[src/rtl/icache_ctrl_pkg.sv]
// Shared constants, FSM encoding and miss-context payload for the I-cache miss controller.
package icache_ctrl_pkg;

   localparam int unsigned ADDR_W     = 32;
   localparam int unsigned BLOCK_BITS = 128;
   localparam int unsigned WORD_BITS  = 32;
   localparam int unsigned OFF_W      = $clog2(BLOCK_BITS / 8);
   localparam int unsigned BADDR_W    = ADDR_W - OFF_W;
   localparam int unsigned WSEL_W     = OFF_W - 2;
   localparam int unsigned NWORDS     = BLOCK_BITS / WORD_BITS;

   typedef enum logic [1:0] {
      ST_IDLE    = 2'd0,
      ST_MEM_REQ = 2'd1,
      ST_FILL    = 2'd2,
      ST_RESP    = 2'd3
   } state_e;

   // Address of the outstanding miss: block address plus requested word index.
   typedef struct packed {
      logic [BADDR_W-1:0] baddr;
      logic [WSEL_W-1:0]  widx;
   } miss_ctx_t;

endpackage

[src/rtl/icache_word_sel.sv]
// Combinational block-to-word mux: picks word `sel` from a cache block (word 0 = LSBs).
module icache_word_sel
   import icache_ctrl_pkg::*;
(
   input  logic [BLOCK_BITS-1:0] blk,
   input  logic [WSEL_W-1:0]     sel,
   output logic [WORD_BITS-1:0]  word_c
);

   always_comb begin
      word_c = '0;
      for (int unsigned i = 0; i < NWORDS; i++) begin
         if (sel == WSEL_W'(i)) word_c = blk[i*WORD_BITS +: WORD_BITS];
      end
   end

endmodule

[src/rtl/icache_ctrl.sv]
// I-cache miss controller: lookup, block fetch from memory, array fill, word return.
// Optional hit/miss performance counters under `ICACHE_PERF_CNT_EN.
module icache_ctrl
   import icache_ctrl_pkg::*;
(
   input  logic                  clk,
   input  logic                  rst,
   input  logic                  cpu_req,
   input  logic [ADDR_W-1:0]     cpu_addr,
   output logic                  cpu_stall,
   output logic [WORD_BITS-1:0]  cpu_rdata,
`ifdef ICACHE_PERF_CNT_EN
   output logic [31:0]           hit_cnt,
   output logic [31:0]           miss_cnt,
`endif
   output logic                  sram_ren,
   output logic                  sram_wen,
   output logic [BADDR_W-1:0]    sram_baddr,
   output logic [BLOCK_BITS-1:0] sram_wdata,
   input  logic                  sram_hit,
   input  logic [BLOCK_BITS-1:0] sram_rdata,
   output logic                  mem_req,
   output logic [BADDR_W-1:0]    mem_baddr,
   input  logic                  mem_ready,
   input  logic [BLOCK_BITS-1:0] mem_rdata
);

   state_e                state_q, state_d;
   miss_ctx_t             ctx_q, ctx_d;
   logic [BLOCK_BITS-1:0] fill_q, fill_d;
   logic                  mem_req_q, mem_req_d;
   logic                  sram_wen_q, sram_wen_d;
   logic [WORD_BITS-1:0]  hit_word;
   logic [WORD_BITS-1:0]  fill_word;
   logic                  unused_addr_lsb;

   // Fetches are word aligned; the byte-select bits carry no information.
   assign unused_addr_lsb = ^cpu_addr[1:0];

   icache_word_sel u_hit_sel (
      .blk    (sram_rdata),
      .sel    (cpu_addr[OFF_W-1:2]),
      .word_c (hit_word)
   );

   icache_word_sel u_fill_sel (
      .blk    (fill_q),
      .sel    (ctx_q.widx),
      .word_c (fill_word)
   );

   // State and miss-context registers.
   always_ff @(posedge clk or negedge rst) begin
      if (!rst) begin
         state_q    <= ST_IDLE;
         ctx_q      <= '0;
         fill_q     <= '0;
         mem_req_q  <= 1'b0;
         sram_wen_q <= 1'b0;
      end else begin
         state_q    <= state_d;
         ctx_q      <= ctx_d;
         fill_q     <= fill_d;
         mem_req_q  <= mem_req_d;
         sram_wen_q <= sram_wen_d;
      end
   end

   // Next-state logic; mem_req and sram_wen are flopped from the upcoming state.
   always_comb begin
      state_d = state_q;
      ctx_d   = ctx_q;
      fill_d  = fill_q;
      case (state_q)
         ST_IDLE: begin
            if (cpu_req && !sram_hit) begin
               ctx_d.baddr = cpu_addr[ADDR_W-1:OFF_W];
               ctx_d.widx  = cpu_addr[OFF_W-1:2];
               state_d     = ST_MEM_REQ;
            end
         end
         ST_MEM_REQ: begin
            if (mem_ready) begin
               fill_d  = mem_rdata;
               state_d = ST_FILL;
            end
         end
         ST_FILL: state_d = ST_RESP;
         ST_RESP: state_d = ST_IDLE;
         default: state_d = ST_IDLE;
      endcase
      mem_req_d  = (state_d == ST_MEM_REQ);
      sram_wen_d = (state_d == ST_FILL);
   end

   // Outputs; the IDLE lookup path is combinational so hits cost no latency.
   always_comb begin
      sram_ren   = 1'b0;
      sram_baddr = ctx_q.baddr;
      cpu_stall  = 1'b0;
      cpu_rdata  = '0;
      case (state_q)
         ST_IDLE: begin
            sram_baddr = cpu_addr[ADDR_W-1:OFF_W];
            if (cpu_req && rst) begin
               sram_ren  = 1'b1;
               cpu_stall = !sram_hit;
               if (sram_hit) cpu_rdata = hit_word;
            end
         end
         ST_MEM_REQ, ST_FILL: cpu_stall = 1'b1;
         ST_RESP:             cpu_rdata = fill_word;
         default: ;
      endcase
   end

   assign sram_wen   = sram_wen_q;
   assign sram_wdata = fill_q;
   assign mem_req    = mem_req_q;
   assign mem_baddr  = ctx_q.baddr;

`ifdef ICACHE_PERF_CNT_EN
   logic [31:0] hit_cnt_q, hit_cnt_d;
   logic [31:0] miss_cnt_q, miss_cnt_d;

   // Count lookups only; stall cycles of a miss are not re-counted.
   always_comb begin
      hit_cnt_d  = hit_cnt_q;
      miss_cnt_d = miss_cnt_q;
      if (state_q == ST_IDLE && cpu_req) begin
         if (sram_hit) hit_cnt_d  = hit_cnt_q + 32'd1;
         else          miss_cnt_d = miss_cnt_q + 32'd1;
      end
   end

   always_ff @(posedge clk or negedge rst) begin
      if (!rst) begin
         hit_cnt_q  <= '0;
         miss_cnt_q <= '0;
      end else begin
         hit_cnt_q  <= hit_cnt_d;
         miss_cnt_q <= miss_cnt_d;
      end
   end

   assign hit_cnt  = hit_cnt_q;
   assign miss_cnt = miss_cnt_q;
`endif

endmodule

[config.mk]
export PLATFORM = sky130hd
export DESIGN_NAME = icache_ctrl
export DESIGN_NICKNAME = d
export VERILOG_FILES = /design/src/rtl/icache_ctrl_pkg.sv /design/src/rtl/icache_word_sel.sv /design/src/rtl/icache_ctrl.sv
export SDC_FILE = /design/constraint.sdc
export NUM_CORES = 1
export LEC_CHECK = 0
export ABC_AREA = 1
export ABC_CLOCK_PERIOD_IN_PS = 2460
export BUFFER_PORTS_ARGS = -buffer_cell sky130_fd_sc_hd__buf_2
export CORE_AREA = 5 5 194 196
export DETAILED_ROUTE_END_ITERATION = 10
export DIE_AREA = 0 0 199 201
export PLACE_DENSITY = 0.6
export REMOVE_ABC_BUFFERS = 1
export SLEW_MARGIN = 20
export SYNTH_ARGS = -nofsm -noshare
export SYNTH_HDL_FRONTEND = slang
export SYNTH_SLANG_ARGS = --single-unit
[constraint.sdc]
create_clock -name clk -period 2.46 [get_ports clk]
set_input_delay 0.246 -clock clk [delete_from_list [all_inputs] [get_ports clk]]
set_output_delay 0.246 -clock clk [all_outputs]
set_load 0.05 [all_outputs]
# After elaboration in Yosys (flattened, before gate mapping)
# Index checks and enable logic that the tools add are counted.
dict set report word_totals {
  register_bits 162
  latchBits 0
  ramBits 0
  romBits 0
  inputBits 293
  wordCells 45
  n_memories 0
}
dict set report classes {
  addsub 0
  multipliers 0
  div 0
  n_lt_le_gt_ge 0
  eq_ne 11
  shifts 0
  n_mux 19
  n_bitwise 0
  n_reduce_logical 9
}
# cell n
set op_table {}
lappend op_table {{2-to-1 mux 32 bit} 10}
lappend op_table {{case mux 32 bit (2 select lines)} 1}
lappend op_table {{2-to-1 mux 28 bit} 1}
lappend op_table {{== test 2 bit (second input constant)} 7}
lappend op_table {{== test 2 x 1 -> 1 bit (second input constant)} 4}
lappend op_table {{case mux 2 bit (4 select lines)} 1}
lappend op_table {{logical NOT 2 bit} 3}
lappend op_table {{2-to-1 mux 2 bit} 2}
lappend op_table {{AND reduction 2 bit} 2}
lappend op_table {{2-to-1 mux 1 bit} 3}
lappend op_table {{logical AND 1 bit} 2}
lappend op_table {{case mux 1 bit (2 select lines)} 1}
lappend op_table {{OR reduction 2 bit} 1}
lappend op_table {{logical NOT 1 bit} 1}

# Longest topological paths before layout
# Gate-level depths: netlist of the first run.
dict set report depth {
  word_depth 8
  ltp_mapped 9
}

# Modules after synthesis
# A second synthesis of the first run with hierarchy kept.
dict set report unflattened {
  hier_cells 1352
  hier_area_um2 9590.4
}
# mod n_inst cells_per_inst area_per_inst_um2
set modules_own_cells {}
lappend modules_own_cells {icache_ctrl 1 980 7653.6}
lappend modules_own_cells {icache_word_sel 2 186 968.4}

# Worst setup path after synthesis of the first run
# Ideal clock, no wire load.
dict set report synth_timing {
  path_type {register -> output}
  from {reg state_q[0]}
  to {out sram_baddr[25]}
  t_arrival_ps 2251
  required_ps 2214
  path_slack_ps -37
  stages_incl_launch_ff 7
  n_path_buf 2
  path_cell_list {dfrtp_1 inv_1 ha_1 inv_2 buf_2 buf_2 o21ai_0}
}
dict set report synth_between {
  elab_chain_len 2
}
# item line_no
set synth_lines {}
lappend synth_lines {{from (decl)} icache_ctrl.sv:28} ;# state_e state_q, state_d;
lappend synth_lines {{from (signal assigned)} icache_ctrl.sv:61} ;# state_q <= state_d;
lappend synth_lines {{logical NOT 2 bit} icache_ctrl.sv:102} ;# case (state_q)
lappend synth_lines {{2-to-1 mux 28 bit} icache_ctrl.sv:102}
lappend synth_lines {{to (decl)} icache_ctrl.sv:18} ;# output logic [BADDR_W-1:0] sram_baddr,
# No other way between the ends.

# Worst setup path after layout of the first run
dict set report layout_timing {
  from {reg state_q[1]}
  to {out cpu_rdata[17]}
}
dict set report layout_between {
  elab_chain_len 2
}
# item line_no
set layout_lines {}
lappend layout_lines {{== test 2 bit or logical NOT 2 bit (tied branches)} icache_ctrl.sv:102}
lappend layout_lines {{case mux 32 bit (2 select lines) *} icache_ctrl.sv:102}
lappend layout_lines {{to (decl)} icache_ctrl.sv:11} ;# output logic [WORD_BITS-1:0] cpu_rdata,
# Mark *: on every way between the ends. The rest lies on a longest branch, timed or not.

==> results of run 1 <==
state kept, by name (all words and copies together), names as in the netlist:
name        count
sram_wen        1
mem_req         1
ctx_q           2
state_q         2
sram_wdata    128
mem_baddr      28
critical path: stages, from the launching register on:
cell	delay, ns
dfrtp_1	0.40
inv_2	0.10
ha_4	0.17
inv_4	0.05
nor2_8	0.10
nand2_4	0.07
buf_12	0.16
buf_4	0.14
nor2_2	0.07
nand2_1	0.07
a21oi_2	0.15
buf_6	0.17
worst max path at each step:
stage	start	endpoint	cells after the start
floorplan	state_q[1]	sram_wdata[10]	4
global placement	cpu_addr[3]	cpu_rdata[4]	7
detailed placement	state_q[0]	cpu_rdata[12]	10
CTS	state_q[1]	cpu_rdata[24]	11
global route	state_q[0]	cpu_rdata[17]	11
finish	state_q[1]	cpu_rdata[17]	11
report_power, final:
group          switching (uW)  internal (uW)  leakage [uW]
logic                    9630           3440       0.00515
clock network            1200           1540      0.000281
registers                1040           3980       0.00189
layout make-up:
type	count	share of cell area (%)
Clock inverter	14	1.08
Antenna cell	1	0.0179
Sequential cell	162	29.1
Inverter	108	2.94
Clock buffer	18	3.15
Tap cell	468	4.19
Timing Repair Buffer	629	28.1
Multi-Input combinational cell	821	31.5
layer usage:
| metal | global-route usage [%] | part of all wire, % |
|---|---|---|
| met1 | 24.1 | 41 |
| met2 | 32.6 | 48 |
| met3 | 4.51 | 7.6 |
| met4 | 7.38 | 2.9 |
| met5 | 0 | 0.076 |
cells in the final DEF, fill, tap and decap left out, types with 39 or more instances in the layout:
cell,Yosys,routed
a21oi_1,56,51
buf_2,33,485
buf_4,38,50
dfrtp_1,162,160
dlygate4sd3_1,0,71
inv_1,103,100
mux2_1,51,51
mux2_2,39,39
nand2_1,297,296
nand3_1,64,64
nor2_1,155,154
o21ai_0,74,74
kinds of logic (layout without fill, tap and decap cells):
kind of cell             count (synthesis)  count (layout)  synth area share, %
AO/OA/AOI/OAI                          171             171                 9.68
flip-flops                             162             162                 42.7
AND/OR/NAND/NOR                        555             555                 24.7
multiplexers                            90              90                 10.7
buffers and inverters                  209             769                 11.6
adder cells (fa/ha/maj)                  5               5                0.659
other                                    0               1                    0
repair_timing:
action / in CTS / in global routing
gates cloned: 0 / 2
setup buffers: 6 / 5
setup endpoints to repair: 35 / 33
resized for setup: 27 / 16
pin swaps: 2 / 5
endpoints found under the hold margin: 110 / 0
hold buffers: 71 / 0
stage by stage:
stage	TNS [ns]	power [uW]	cells	hold WS [ns]	instance area, um^2
floorplan	-254.06	13700	1091	-0.0496	8810
global placement	0	17400	2104	0.368	12400
detailed placement	0	17600	2104	0.377	12400
CTS	0	20700	2213	0.000507	13800
global route	-0.00683	21900	2221	0.0186	14000
finish	0	20800	2221	0.0403	14000
==> metrics, run 1 <==
first-pass GRT wire length=59600 um; DR iter-0 viols=between 500 and 600; I/O Pins=~510; final antenna-violating net count=0; Hold Crit Depth=2; main flop type after synthesis=dfrtp_1; Die Area=between 30000 and 40000 um^2; max-cap viol count=0; Final Worst Setup Slack=0.112 ns; gpl congestion=between 0.9 and 1; core area=around 36000 um^2; WL final=about 41000 um; total CTS buffers=17; total track usage=around a fifth; Synth top area share=~43%; antenna violations before repair=4; Mapped Area=about 9500 um^2; nature of the critical path endpoint=output pin; gr ovfl total=0; pin count of the biggest net entering global routing=between 60 and 70; Std-Cell Rows=70; CP arrival=about 2.1 ns; RSZ-0062 raised after global routing=yes; synthesized flop and latch total=about 160; Cells after Synth=1192; register area share after synthesis=between 40% and 50%; Min-Delay Endpoint=sram_wdata[11]; Final min period=between 2 and 2.5 ns; FF/Latch Area=approximately 4000 um^2; Crit Path Max Fanout=16; Max Root-Sink Buffers=2; hold path start=mem_rdata[11]; f_max=426 MHz; H-Tree Depth=4; clk_skew=roughly 0.011 ns; most frequent cell after synthesis=nand2_1; clk sink count=162; setup violators final=0; synth cell count leaders=297 x nand2_1, 162 x dfrtp_1, 155 x nor2_1; Hold Fails Final Rpt=0; ys async rst share=100%; nets@finish=between 2000 and 2500; Die Y=201 um; clock-pin slew on the worst setup and hold paths=0.08 ns; Reg2Reg Launch Point=state_q[0]; Ys Warns=0; Slew @ Worst Pin=slightly above 0.9 ns; routed vias/inst=4.60; worst vdd ir=about 1100 uV; reg2reg path depth=5; starting density of the core=26.5%; PD cells=around 1500 nW/um^2; fillers=3713; Post-synth EDFFs=0; First-pass DRT Iterations=5; largest area contributor in the netlist=dfrtp_1; area of the multi-input gates=about 4400 um^2; Tcrit/Tclk final=between 90% and 100%; LEAKAGE=0.00732 uW; Worst-Skew Late Latency=approximately 0.44 ns; detailed-route via count=10200; CP Launch Type=flop; top cells by area, synth=dfrtp_1 43%, nand2_1 12%, nor2_1 6.1%, mux2_1 6.0%, mux2_2 4.6%; HPWL after DPL=between 30000 and 40000 um; Die Span X=199 um; input/output buffers=about 500; share of cells above drive strength 1=roughly 39%; Synth Area per Inst=~8 um^2; clk root buf=clkbuf_16; Residual DRC=0; final slew viol count=0; Netlist cell types=28; slew margin rel.=between 30% and 40%; CTS tree=yes; status=finished, final reports clean; Reg2Reg Setup Slack=a little under 0.5 ns; WP data required=around 2.2 ns; DR WL/cell=roughly 18 um; RR Endpoint=sram_wdata[111]; vias in the first global route=10300; Synth-to-Final Area Change=47.0%; dpl ws=0.240 ns; Critical Setup Path Class=flop to output pin; min-delay worst type=input port to flop; Util after Layout=around 39%
No activity file was read; power rests on OpenSTA's default activity.
==> inputs of run 2 (changes only) <==
- MAX_ROUTING_LAYER: default -> met4
==> metrics, run 2 (same netlist as run 1, synthesis figures left out) <==
min-delay worst type=input port to flop (unchanged); Worst-Skew Late Latency=0.44 ns (about the same); Final Worst Setup Slack=0.111 ns (was 0.112 ns); Max Root-Sink Buffers=2 (unchanged); detailed-route via count=10200 (about the same); RSZ-0062 raised after global routing=yes (unchanged); DR iter-0 viols=612 (was 505); PD cells=1490 nW/um^2 (about the same); pin count of the biggest net entering global routing=68 (unchanged); Die Y=201 um (unchanged); total CTS buffers=17 (unchanged); Die Span X=199 um (unchanged); total track usage=20.0% (was 19.4%); I/O Pins=513 (unchanged); Die Area=40000 um^2 (unchanged); nets@finish=2037 (unchanged); status=finished, final reports clean (unchanged); First-pass DRT Iterations=5 (unchanged); Hold Fails Final Rpt=0 (unchanged); Synth-to-Final Area Change=47.1% (was 47.0%); gpl congestion=0.954 (was 0.937); final antenna-violating net count=0 (unchanged); core area=35900 um^2 (unchanged); nature of the critical path endpoint=output pin (unchanged); Placed Area=12400 um^2 (unchanged); Residual DRC=0 (unchanged); post-layout instance area=14000 um^2 (about the same); gr ovfl total=0 (unchanged); area of the multi-input gates=4390 um^2 (unchanged); max-cap viol count=0 (unchanged); DR WL/cell=18.4 um (about the same); clk root buf=clkbuf_16 (unchanged); setup violators final=0 (unchanged); Critical Setup Path Class=flop to output pin (unchanged); final std cells w/o fill=2224 (was 2221); f_max=426 MHz (about the same); share of cells above drive strength 1=39.3% (unchanged); slew margin rel.=38.8% (was 39.1%); Hold WS=0.0389 ns (was 0.0403 ns); max reg flops=128 (unchanged); dpl ws=0.240 ns (unchanged); Tcrit/Tclk final=95.5% (was 95.4%); FF/Latch Area=4060 um^2 (unchanged); input/output buffers=510 (unchanged); clk sink count=162 (unchanged); CP arrival=2.10 ns (about the same); HPWL after DPL=30100 um (unchanged); WP data required=2.21 ns (about the same); routed vias/inst=4.58 (was 4.60); CTS tree=yes (unchanged); Std-Cell Rows=70 (unchanged); Crit Path Max Fanout=16 (unchanged); Slew @ Worst Pin=0.917 ns (was 0.914 ns); CP Launch Type=flop (unchanged); clk_skew=0.0112 ns (was 0.0111 ns); H-Tree Depth=4 (unchanged); setup TNS=0 ns (unchanged); Final min period=2.35 ns (about the same); fillers=3715 (was 3713); WL final=40900 um (about the same); vias in the first global route=10300 (about the same); starting density of the core=26.5% (unchanged); LEAKAGE=0.00732 uW (about the same); final slew viol count=0 (unchanged); Cells after DPL=2104 (unchanged); clock-pin slew on the worst setup and hold paths=0.07 ns (was 0.08 ns); worst vdd ir=1060 uV (about the same); first-pass GRT wire length=59500 um (was 59600 um); most frequent cells in the layout=485 x buf_2, 296 x nand2_1, 160 x dfrtp_1, 154 x nor2_1, 100 x inv_1 (unchanged); antenna violations before repair=4 (unchanged); most common cell after layout, fill and taps aside=buf_2 (unchanged)
==> run 2: cell types whose count changed in the layout (fill, tap and decap cells not counted) <==
cell,previous run,this run
diode_2,1,4
==> run 2: final timing paths <==
path,startpoint,cells past startpoint,slack [ns],end
setup reg to reg,state_q[0],8,0.48,sram_wen
hold / removal,mem_rdata[38],2,0.04,sram_wdata[38]
min in group asynchronous,rst,3,0.47,sram_wdata[70]
hold reg to reg,sram_wdata[88],1,0.51,sram_wdata[88]
max in group asynchronous,rst,4,0.63,sram_wdata[97]
setup / recovery,state_q[1],11,0.11,cpu_rdata[17]
==> run 2: repair_timing <==
action / 4_1_cts / 5_1_grt
pin swaps: 2 / 5
gates resized for setup: 27 / 16
hold buffers: 71 / 0
buffers inserted: 6 / 5
setup endpoints to repair: 35 / 33
cloned: 0 / 2
hold endpoints to repair: 110 / 0
==> run 2: worst max-delay path, stage by stage (launching register included) <==
cell	delay (ns)
dfrtp_1	0.40
inv_2	0.10
ha_4	0.17
inv_4	0.05
nor2_8	0.10
nand2_4	0.07
buf_12	0.16
buf_4	0.14
nor2_2	0.07
nand2_1	0.07
a21oi_2	0.15
buf_6	0.17
==> run 2: per-stage QoR <==
step           total power (uW)  util, %
3_3_place_gp              17400     34.4
5_1_grt                   21900     38.9
2_1_floorplan             13700        -
4_1_cts                   20700     38.5
3_5_place_dp              17600     34.4
6_report                  20800     38.9
==> run 2: layout make-up <==
class | count | area share, %
clock buffers | 18 | 3.14
diodes | 4 | 0.0716
inverters | 108 | 2.94
well taps | 468 | 4.19
multi-input cells | 821 | 31.5
clock inverters | 14 | 1.08
repair buffers | 629 | 28.1
flip-flops and latches | 162 | 29.0
==> run 2: metal layers <==
layer / up-vias / global-route usage [%] / routed length, um
li1: 4856 / - / -
met1: 4763 / 24.3 / 16800
met2: 484 / 32.6 / 19700
met3: 72 / 4.26 / 3190
met4: 0 / 7.43 / 1190
met5: - / - / 0
==> run 2: power by group <==
group          internal, uW  switching (uW)
logic                  3440            9620
registers              3980            1040
clock network          1540            1200
